`src/rtl/fp_operand_unpack_pipe.sv`:
```
// fp_operand_unpack_pipe
// Two-stage IEEE-754 operand unpacker that feeds the add/sub datapath.
// Stage 1 captures the packed operand pair. Stage 2 registers the decoded view:
// signs, effective exponents, mantissas with the hidden bit, class flags,
// magnitude ordering and the alignment shift.
// Both sides use a valid/ready handshake. Each stage advances when its
// successor is empty or advancing, so back-to-back pairs flow without bubbles.
module fp_operand_unpack_pipe #(
    parameter int EXP_W   = 8,
    parameter int FRAC_W  = 23,
    parameter bit SWAP_EN = 1'b1
) (
    input  logic                      clk_i,
    input  logic                      rst_n_i,
    input  logic                      valid_i,
    output logic                      ready_o,
    input  logic [EXP_W+FRAC_W:0]     x_i,
    input  logic [EXP_W+FRAC_W:0]     y_i,
    output logic                      valid_o,
    input  logic                      ready_i,
    output logic                      big_sign_o,
    output logic                      small_sign_o,
    output logic [EXP_W-1:0]          big_exp_o,
    output logic [EXP_W-1:0]          small_exp_o,
    output logic [FRAC_W:0]           big_mant_o,
    output logic [FRAC_W:0]           small_mant_o,
    output logic [EXP_W-1:0]          exp_shift_o,
    output logic                      swapped_o,
    output logic [4:0]                x_flags_o,
    output logic [4:0]                y_flags_o
);

    localparam int W = 1 + EXP_W + FRAC_W;

    // Flag bit order: {snan, qnan, inf, zero, subnormal}; all clear means normal.
    function automatic logic [4:0] classify(input logic [EXP_W-1:0] e, input logic [FRAC_W-1:0] f);
        logic e_ones;
        logic e_zero;
        logic f_zero;
        logic [4:0] flags;
        e_ones = &e;
        e_zero = ~|e;
        f_zero = ~|f;
        flags  = 5'b00000;
        if (e_ones && !f_zero) begin
            if (f[FRAC_W-1]) begin
                flags = 5'b01000;
            end else begin
                flags = 5'b10000;
            end
        end else if (e_ones) begin
            flags = 5'b00100;
        end else if (e_zero && f_zero) begin
            flags = 5'b00010;
        end else if (e_zero) begin
            flags = 5'b00001;
        end
        return flags;
    endfunction

    // A subnormal or zero exponent field behaves as exponent 1 once the hidden bit is dropped.
    function automatic logic [EXP_W-1:0] effective_exp(input logic [EXP_W-1:0] e);
        return (e == '0) ? EXP_W'(1) : e;
    endfunction

    logic          s1_valid;
    logic [W-1:0]  s1_x;
    logic [W-1:0]  s1_y;
    logic          s2_valid;
    logic          adv1;
    logic          adv2;
    logic          accept;

    logic              x_sign;
    logic              y_sign;
    logic [EXP_W-1:0]  x_exp_field;
    logic [EXP_W-1:0]  y_exp_field;
    logic [FRAC_W-1:0] x_frac;
    logic [FRAC_W-1:0] y_frac;
    logic [W-2:0]      x_mag;
    logic [W-2:0]      y_mag;
    logic [EXP_W-1:0]  x_eff_exp;
    logic [EXP_W-1:0]  y_eff_exp;
    logic [FRAC_W:0]   x_mant;
    logic [FRAC_W:0]   y_mant;
    logic              swap;
    logic              d_big_sign;
    logic              d_small_sign;
    logic [EXP_W-1:0]  d_big_exp;
    logic [EXP_W-1:0]  d_small_exp;
    logic [FRAC_W:0]   d_big_mant;
    logic [FRAC_W:0]   d_small_mant;
    logic [EXP_W-1:0]  d_shift;
    logic [4:0]        d_x_flags;
    logic [4:0]        d_y_flags;

    // Stall chain: a stage may load when it is empty or its contents move on; ready is held low during reset.
    always_comb begin
        adv2    = !s2_valid || ready_i;
        adv1    = !s1_valid || adv2;
        ready_o = adv1 && rst_n_i;
        accept  = valid_i && ready_o;
    end

    // Stage 1 captures the operand pair only on an accepted transfer.
    always_ff @(posedge clk_i or negedge rst_n_i) begin
        if (!rst_n_i) begin
            s1_valid <= 1'b0;
            s1_x     <= '0;
            s1_y     <= '0;
        end else if (adv1) begin
            s1_valid <= valid_i;
            if (accept) begin
                s1_x <= x_i;
                s1_y <= y_i;
            end
        end
    end

    // Split the stage-1 operands into fields, classify them and order the pair by unsigned magnitude.
    always_comb begin
        x_sign       = s1_x[W-1];
        y_sign       = s1_y[W-1];
        x_exp_field  = s1_x[W-2 -: EXP_W];
        y_exp_field  = s1_y[W-2 -: EXP_W];
        x_frac       = s1_x[FRAC_W-1:0];
        y_frac       = s1_y[FRAC_W-1:0];
        x_mag        = s1_x[W-2:0];
        y_mag        = s1_y[W-2:0];
        x_eff_exp    = effective_exp(x_exp_field);
        y_eff_exp    = effective_exp(y_exp_field);
        x_mant       = {|x_exp_field, x_frac};
        y_mant       = {|y_exp_field, y_frac};
        d_x_flags    = classify(x_exp_field, x_frac);
        d_y_flags    = classify(y_exp_field, y_frac);
        swap         = SWAP_EN && (y_mag > x_mag);
        d_big_sign   = x_sign;
        d_small_sign = y_sign;
        d_big_exp    = x_eff_exp;
        d_small_exp  = y_eff_exp;
        d_big_mant   = x_mant;
        d_small_mant = y_mant;
        if (swap) begin
            d_big_sign   = y_sign;
            d_small_sign = x_sign;
            d_big_exp    = y_eff_exp;
            d_small_exp  = x_eff_exp;
            d_big_mant   = y_mant;
            d_small_mant = x_mant;
        end
        d_shift = d_big_exp - d_small_exp;
    end

    // Stage 2 holds the decoded result; it only reloads when the downstream side is not stalling.
    always_ff @(posedge clk_i or negedge rst_n_i) begin
        if (!rst_n_i) begin
            s2_valid     <= 1'b0;
            big_sign_o   <= 1'b0;
            small_sign_o <= 1'b0;
            big_exp_o    <= '0;
            small_exp_o  <= '0;
            big_mant_o   <= '0;
            small_mant_o <= '0;
            exp_shift_o  <= '0;
            swapped_o    <= 1'b0;
            x_flags_o    <= '0;
            y_flags_o    <= '0;
        end else if (adv2) begin
            s2_valid <= s1_valid;
            if (s1_valid) begin
                big_sign_o   <= d_big_sign;
                small_sign_o <= d_small_sign;
                big_exp_o    <= d_big_exp;
                small_exp_o  <= d_small_exp;
                big_mant_o   <= d_big_mant;
                small_mant_o <= d_small_mant;
                exp_shift_o  <= d_shift;
                swapped_o    <= swap;
                x_flags_o    <= d_x_flags;
                y_flags_o    <= d_y_flags;
            end
        end
    end

    // The output valid is simply the stage-2 occupancy flag.
    always_comb begin
        valid_o = s2_valid;
    end

endmodule
```
`config.mk`:
```
export PLATFORM = sky130hd
export DESIGN_NAME = fp_operand_unpack_pipe
export DESIGN_NICKNAME = d
export VERILOG_FILES = /design/src/rtl/fp_operand_unpack_pipe.sv
export SDC_FILE = /design/constraint.sdc
export NUM_CORES = 1
export LEC_CHECK = 0
export ABC_AREA = 1
export CAP_MARGIN = 20
export CORE_UTILIZATION = 47
export CTS_CLUSTER_DIAMETER = 80
export DETAILED_ROUTE_END_ITERATION = 8
export PLACE_DENSITY = 0.78
export SLEW_MARGIN = 20
export SYNTH_ARGS = -nofsm -noshare
export SYNTH_HDL_FRONTEND = slang
export SYNTH_SLANG_ARGS = --single-unit
```
`constraint.sdc`:
```
create_clock -name clk_i -period 3.05 [get_ports clk_i]
set_clock_uncertainty 0.1 [all_clocks]
set_input_delay 0.61 -clock clk_i [delete_from_list [all_inputs] [get_ports clk_i]]
set_output_delay 0.61 -clock clk_i [all_outputs]
set_load 0.1 [all_outputs]
```
==> results.sh, run 1 <==
export IMPL_status="finished, violations left"
export IMPL_violations="setup timing"
export IMPL_end_kind="flip-flop"
export IMPL_fill_cells=1248
export IMPL_grt_pass1_vias=7520
export IMPL_antenna_found_initial=0
export IMPL_cpPeakStageDelay_ps=410
export IMPL_path_delay_family="simple AND/OR/NAND/NOR gates"
export IMPL_critPathKind="reg2reg"
export IMPL_io_pins=155
export IMPL_cp_num_cells=17
export IMPL_clock_sinks=151
export IMPL_yosysSeqAreaShare_pct=48.62
export IMPL_antenna_cells=0
export IMPL_routed_via_count=7702
export IMPL_drc=0
export IMPL_placed_area_um2=9816
export IMPL_endpoint="exp_shift_o[6]$_DFFE_PN0P_"
export IMPL_fp_dieW_um=130.6
export IMPL_synth_cells=992
export IMPL_fin_crit_ps=3229
export IMPL_crit_path_top_delay_cell="dfrtp_1"
export IMPL_maxSlewViolCount=0
export IMPL_crit_path_start="s1_y[22]$_DFFE_PN0P_"
export IMPL_r2r_end="exp_shift_o[6]$_DFFE_PN0P_"
export IMPL_finalWirelength_um=22720
export IMPL_ys_seq_elements=151
export IMPL_async_reset_ff_share_pct=100.0
export IMPL_r2r_start="s1_y[22]$_DFFE_PN0P_"
export IMPL_synthTopCellsByArea="dfrtp_1, nand2_1, nand3_1"
export IMPL_max_cap_viol_count=0
export IMPL_finalSetupTns_ps=-562.7
export IMPL_post_route_util_pct=69.16
export IMPL_insertion_delay_ps=430
export IMPL_crit_top_cell="nand2_2"
export IMPL_dpl_hpwl_um=14850
export IMPL_placementRows=46
export IMPL_worst_slack_ps=-178.7
export IMPL_cp_start_kind="flip-flop"
export IMPL_tightest_slew_ps=870.6
export IMPL_port_buffers=154
export IMPL_synthTopCellsByCount="nand2_1, dfrtp_1, nand3_1"
export IMPL_ant_nets=0
export IMPL_use_met1_pct=34.62
export IMPL_cts_made_buffers=17
export IMPL_coreArea_um2=16000
export IMPL_path_cells="ha_4, nand2_4, nor2_4, nand4_1, nor3_2, nand2_2, nand2_4, nand3_2, and2_4, ha_4, fa_2, o21ai_2, nand2_2, nand2_2, a21oi_2, xor2_1, o21ai_1"
export IMPL_multiInputGateArea_um2=3844
export IMPL_yosys_warnings=0
export IMPL_die_area_um2=17050
export IMPL_syn_cell_area_um2=7771
export IMPL_clock_path_buffers=2
export IMPL_die_h_um=130.6
export IMPL_syn_area_per_cell_um2=7.834
export IMPL_p_per_area_nw_per_um2=1077
export IMPL_yosysTopAreaCell="dfrtp_1"
export IMPL_initial_core_util_pct=48.57
export IMPL_grt_max_degree=93
export IMPL_grt_util_met3_pct=4.927
export IMPL_ir_drop_uv=921.9
export IMPL_synth_edff_count=0
export IMPL_use_met2_pct=46.03
export IMPL_area_growth_synth_to_final_pct=42.39
export IMPL_drt_iter0_markers=605
export IMPL_layout_drive_gt1_share_pct=24.47
export IMPL_cp_arrival_ps=3430
export IMPL_setup_viol=5
export IMPL_finalCritPeriodShare_pct=105.9
export IMPL_reg2reg_slack_ps=-180
export IMPL_busiest_layer="met2"
export IMPL_nets=1324
export IMPL_hold_viol_final=0
export IMPL_grt_usage_pct=27.20
export IMPL_yosysMostFrequentCell="nand2_1"
export IMPL_relSlewSlack_pct=41.96
export IMPL_via_per_inst=5.326
export IMPL_rsz0062_at_grt="yes"
export IMPL_synth_top_area_share_pct=48.62
export IMPL_cts_root_buf="clkbuf_16"
export IMPL_grt_pass1_wl_um=35850
export IMPL_final_area_um2=11070
export IMPL_required_ps=3250
export IMPL_yosys_cell_types_count=28
export IMPL_cts_tree="yes"
export IMPL_hp_class="reg2reg"
export IMPL_p_leak_nw=5.564
export IMPL_first_pass_iters=7
export IMPL_place_gp_congestion=0.9033
export IMPL_ff2ff_path_depth=17
export IMPL_overflow=0
export IMPL_htreeDepth=4
export IMPL_routedWlPerCell_um=15.71
export IMPL_worstPathMaxFanout=7
export IMPL_seq_area_um2=3779
export IMPL_cp_num_buf_inv=0
export IMPL_fmax_ghz=0.3097
export IMPL_ys_flop_type="dfrtp_1"
export IMPL_syn_num_nets=1099
export IMPL_cts_clk_slew_worst_paths_ps=60
-- what timing repair did --
action / 4_1_cts / 5_1_grt
endpoints found under the setup margin: 5 / 6
buffers inserted: 11 / 6
cloned: 1 / 0
pin swaps: 23 / 22
hold buffers: 1 / 0
resized for setup: 49 / 45
endpoints found under the hold margin: 4 / 0
-- worst min-delay path: stages, from the launching register on --
cell	delay [ps]
dfrtp_1	340
nand2_1	50
nand2_1	60
-- registers in the layout (all words and copies together), names as in the netlist --
| register | cells |
|---|---|
| big_exp_o | 8 |
| big_mant_o | 24 |
| big_sign_o | 1 |
| exp_shift_o | 8 |
| s1_valid | 1 |
| s1_x | 32 |
| s1_y | 32 |
| small_exp_o | 8 |
| small_mant_o | 24 |
| small_sign_o | 1 |
| swapped_o | 1 |
| valid_o | 1 |
| x_flags_o | 5 |
| y_flags_o | 5 |
-- cell families (layout without fill, tap and decap cells) --
kind of cell,after synthesis,after routing,synth area share [%]
flops,151,151,48.62
compound gates,100,100,6.505
fa+ha+maj,39,39,6.376
buf+inv,142,380,7.712
simple gates,556,556,30.33
xor+xnor,4,4,0.4509
-- metrics by stage --
step	hold slack (ps)	std cells	setup slack (ps)	total power [W]
CTS	383.4	1439	-37.91	0.01153
global route	395.6	1446	-314.2	0.01247
floorplan	214.4	992	6.248	0.007320
finish	376.8	1446	-178.7	0.01191
detailed placement	305.8	1394	-221.2	0.008884
global placement	307.7	1394	-79.13	0.008802
-- layout make-up --
cell class,instances,area share [%]
repair buffers,259,19.90
inverters,89,3.019
clock buffers,20,3.946
clock inverters,12,1.809
well taps,216,2.442
flip-flops and latches,151,34.15
multi-input cells,699,34.74
-- worst min-delay path by stage --
stage / startpoint / endpoint / slack, ps / cells after the start
floorplan: rst_n_i / big_exp_o[0]$_DFFE_PN0P_ / 210 / 0
global placement: rst_n_i / small_sign_o$_DFFE_PN0P_ / 310 / 1
detailed placement: rst_n_i / big_exp_o[7]$_DFFE_PN0P_ / 310 / 1
CTS: big_mant_o[11]$_DFFE_PN0P_ / big_mant_o[11]$_DFFE_PN0P_ / 380 / 2
global route: small_mant_o[22]$_DFFE_PN0P_ / small_mant_o[22]$_DFFE_PN0P_ / 400 / 2
finish: big_mant_o[11]$_DFFE_PN0P_ / big_mant_o[11]$_DFFE_PN0P_ / 380 / 2
-- metal layers --
| layer | wire [um] | vias to the layer above |
|---|---|---|
| met2 | 11210 | 307 |
| met1 | 9575 | 3676 |
| li1 | - | 3656 |
| met3 | 1274 | 63 |
| met5 | 0 | - |
| met4 | 663 | 0 |
-- layout by cell type (no fill, tap or decap), types with 2 or more instances in the layout --
master           synthesis  final
nand2_1                297    272
buf_4                    7    180
dfrtp_1                151    151
nand3_1                140    133
inv_1                   88     79
nor2_1                  83     79
a21oi_1                 80     74
clkdlybuf4s50_1          0     66
ha_1                    38     22
nand2_2                  2     20
nand4_1                 18     18
clkbuf_16                0     17
ha_4                     0     15
o21ai_0                 17     13
inv_2                    1     10
nand2_4                  0      6
nor4_1                   6      6
buf_6                    4      6
nand3_2                  0      5
bufinv_16                0      5
a21oi_2                  0      4
buf_12                   0      4
nor2_4                   0      3
and2_1                   6      3
and2_4                   0      3
xor2_1                   3      3
o21ai_1                  1      3
clkbuf_1                31      3
clkinvlp_4               0      3
nor2_2                   1      2
nand3_4                  0      2
a21oi_4                  0      2
clkinv_2                 0      2
-- power by group --
part           switching (W)  internal [W]
logic                0.00484       0.00193
registers           0.000316       0.00253
clock network       0.000846       0.00145
Power figures use the tool's default switching activity.
==> run 2: changes to the inputs <==
--- a/config.mk
+++ b/config.mk
@@ -10,6 +10,7 @@
 export CORE_UTILIZATION = 47
 export CTS_CLUSTER_DIAMETER = 80
 export DETAILED_ROUTE_END_ITERATION = 8
+export HOLD_SLACK_MARGIN = 0.05
 export PLACE_DENSITY = 0.78
 export SLEW_MARGIN = 20
 export SYNTH_ARGS = -nofsm -noshare
==> results of run 2 <==
Final layout, timing and power as in run 1 (identical DEF).
==> run 3: changes to the inputs <==
--- a/config.mk
+++ b/config.mk
@@ -11,6 +11,7 @@
 export CTS_CLUSTER_DIAMETER = 80
 export DETAILED_ROUTE_END_ITERATION = 8
 export HOLD_SLACK_MARGIN = 0.05
+export MAX_ROUTING_LAYER = met4
 export PLACE_DENSITY = 0.78
 export SLEW_MARGIN = 20
 export SYNTH_ARGS = -nofsm -noshare
==> results.sh, run 3 (same netlist as run 1, synthesis figures left out) <==
export IMPL_fmax_ghz=0.3062
export IMPL_clock_path_buffers=2
export IMPL_hp_class="in2async"
export IMPL_required_ps=3250
export IMPL_routedWlPerCell_um=15.77
export IMPL_ant_nets=0
export IMPL_grt_usage_pct=27.57
export IMPL_post_route_util_pct=67.94
export IMPL_final_cell_mix="nand2_1, buf_4, dfrtp_1"
export IMPL_area_growth_synth_to_final_pct=39.88
export IMPL_coreArea_um2=16000
export IMPL_fp_dieW_um=130.6
export IMPL_cts_hold_buf=0
export IMPL_maxSlewViolCount=0
export IMPL_grt_max_degree=152
export IMPL_grt_pass1_wl_um=35220
export IMPL_drc=0
export IMPL_place_gp_congestion=0.8939
export IMPL_initial_core_util_pct=48.57
export IMPL_final_area_um2=10870
export IMPL_cp_arrival_ps=3460
export IMPL_status="finished, violations left"
export IMPL_die_h_um=130.6
export IMPL_finalCritPeriodShare_pct=107.1
export IMPL_relSlewSlack_pct=45.64
export IMPL_fill_cells=1311
export IMPL_end_kind="flip-flop"
export IMPL_critPathKind="reg2reg"
export IMPL_placed_area_um2=9806
export IMPL_nets=1312
export IMPL_die_area_um2=17050
export IMPL_worst_slack_ps=-216.0
export IMPL_insertion_delay_ps=430
export IMPL_first_pass_iters=6
export IMPL_antenna_cells=0
export IMPL_max_cap_viol_count=0
export IMPL_hold_viol_final=0
export IMPL_p_per_area_nw_per_um2=1049
export IMPL_antenna_found_initial=0
export IMPL_cts_root_buf="clkbuf_16"
export IMPL_finalSetupTns_ps=-547.4
export IMPL_drt_iter0_markers=622
export IMPL_cts_clk_slew_worst_paths_ps=60
export IMPL_layout_drive_gt1_share_pct=23.19
export IMPL_rsz0062_at_grt="yes"
export IMPL_routed_via_count=7582
export IMPL_port_buffers=154
export IMPL_violations="setup timing"
export IMPL_via_per_inst=5.295
export IMPL_final_common_cell="nand2_1"
export IMPL_tightest_slew_ps=815.4
export IMPL_setup_viol=3
export IMPL_finalWirelength_um=22580
export IMPL_htreeDepth=4
export IMPL_dpl_hpwl_um=14640
export IMPL_reg_top3="s1_x (32), s1_y (32)"
export IMPL_io_pins=155
export IMPL_p_leak_nw=5.491
export IMPL_cts_tree="yes"
export IMPL_cp_start_kind="flip-flop"
export IMPL_cts_made_buffers=17
export IMPL_pre_cts_ws_ps=-320.4
export IMPL_grt_pass1_vias=7173
export IMPL_placementRows=46
export IMPL_worstPathMaxFanout=4
export IMPL_ir_drop_uv=721.4
export IMPL_clock_sinks=151
export IMPL_fin_crit_ps=3266
export IMPL_overflow=0
-- run 3: cell count changes in the layout (fill, tap and decap cells not counted), sizes merged, moves of 2 or more --
cell	before	now
bufinv	5	1
clkinvlp	3	1
nand2	299	301
clkinv	3	7
buf	192	179
-- run 3: worst paths after layout --
kind                                       startpoint                            to  slack (ps)  cells past startpoint
max                              s1_x[22]$_DFFE_PN0P_    exp_shift_o[6]$_DFFE_PN0P_        -220                     18
min                                           rst_n_i           valid_o$_DFFE_PN0P_         210                      2
max reg2reg                      s1_x[22]$_DFFE_PN0P_    exp_shift_o[6]$_DFFE_PN0P_        -220                     18
min reg2reg                small_exp_o[2]$_DFFE_PN0P_    small_exp_o[2]$_DFFE_PN0P_         380                      2
max in group asynchronous                     rst_n_i  small_mant_o[13]$_DFFE_PN0P_        2050                      2
min in group clk_i         small_exp_o[2]$_DFFE_PN0P_    small_exp_o[2]$_DFFE_PN0P_         380                      2
-- run 3: report_power, final --
part,switching (W),internal (W),leakage [nW]
Clock,0.000819,0.00113,0.262
Sequential,0.000318,0.00253,1.74
Combinational,0.00480,0.00181,3.49
-- run 3: repair_timing --
action / 4_1_cts / 5_1_grt
gates resized for setup: 30 / 63
endpoints found under the setup margin: 5 / 7
hold endpoints to repair: 0 / 0
buffers inserted: 6 / 3
cloned: 1 / 1
pin swaps: 12 / 34
-- run 3: layout make-up --
class	count	area [um^2]	area share (%)
clock buffer	21	450.4	4.144
timing repair buffer	245	2102	19.34
tap	216	270.3	2.486
inverter	89	334.1	3.073
clock inverter	9	80.08	0.7366
multi-input combinational	701	3855	35.46
sequential	151	3779	34.76
-- run 3: through the flow --
step / hold slack (ps) / total power, W / std cells
floorplan: 214.4 / 0.007320 / 992
global placement: 366.9 / 0.008787 / 1391
detailed placement: 369.9 / 0.008879 / 1391
CTS: 275.4 / 0.01100 / 1428
global route: 277.1 / 0.01194 / 1432
finish: 207.2 / 0.01140 / 1432
-- run 3: metal layers --
metal  part of all wire [%]  GRT usage, %  vias to the layer above
met4                    1.9         8.249                        0
met2                     50         44.79                      325
met1                     42         35.09                     3579
met5                      0             -                        -
li1                       -             -                     3633
met3                    5.8         5.130                       45
-- run 3: critical path: stages, from the launching register on --
cell     delay (ps)
dfrtp_1         350
inv_1            90
ha_4            290
nand2_4          50
nor2_4          100
nand4_1         210
nor3_4          210
nand2_2         120
nand2_2         140
nand3_2         120
and2_4          190
ha_4            160
fa_2            360
o21ai_2         170
nand2_1          90
nand2_1          80
a21oi_2          50
xor2_1          170
o21ai_1          80
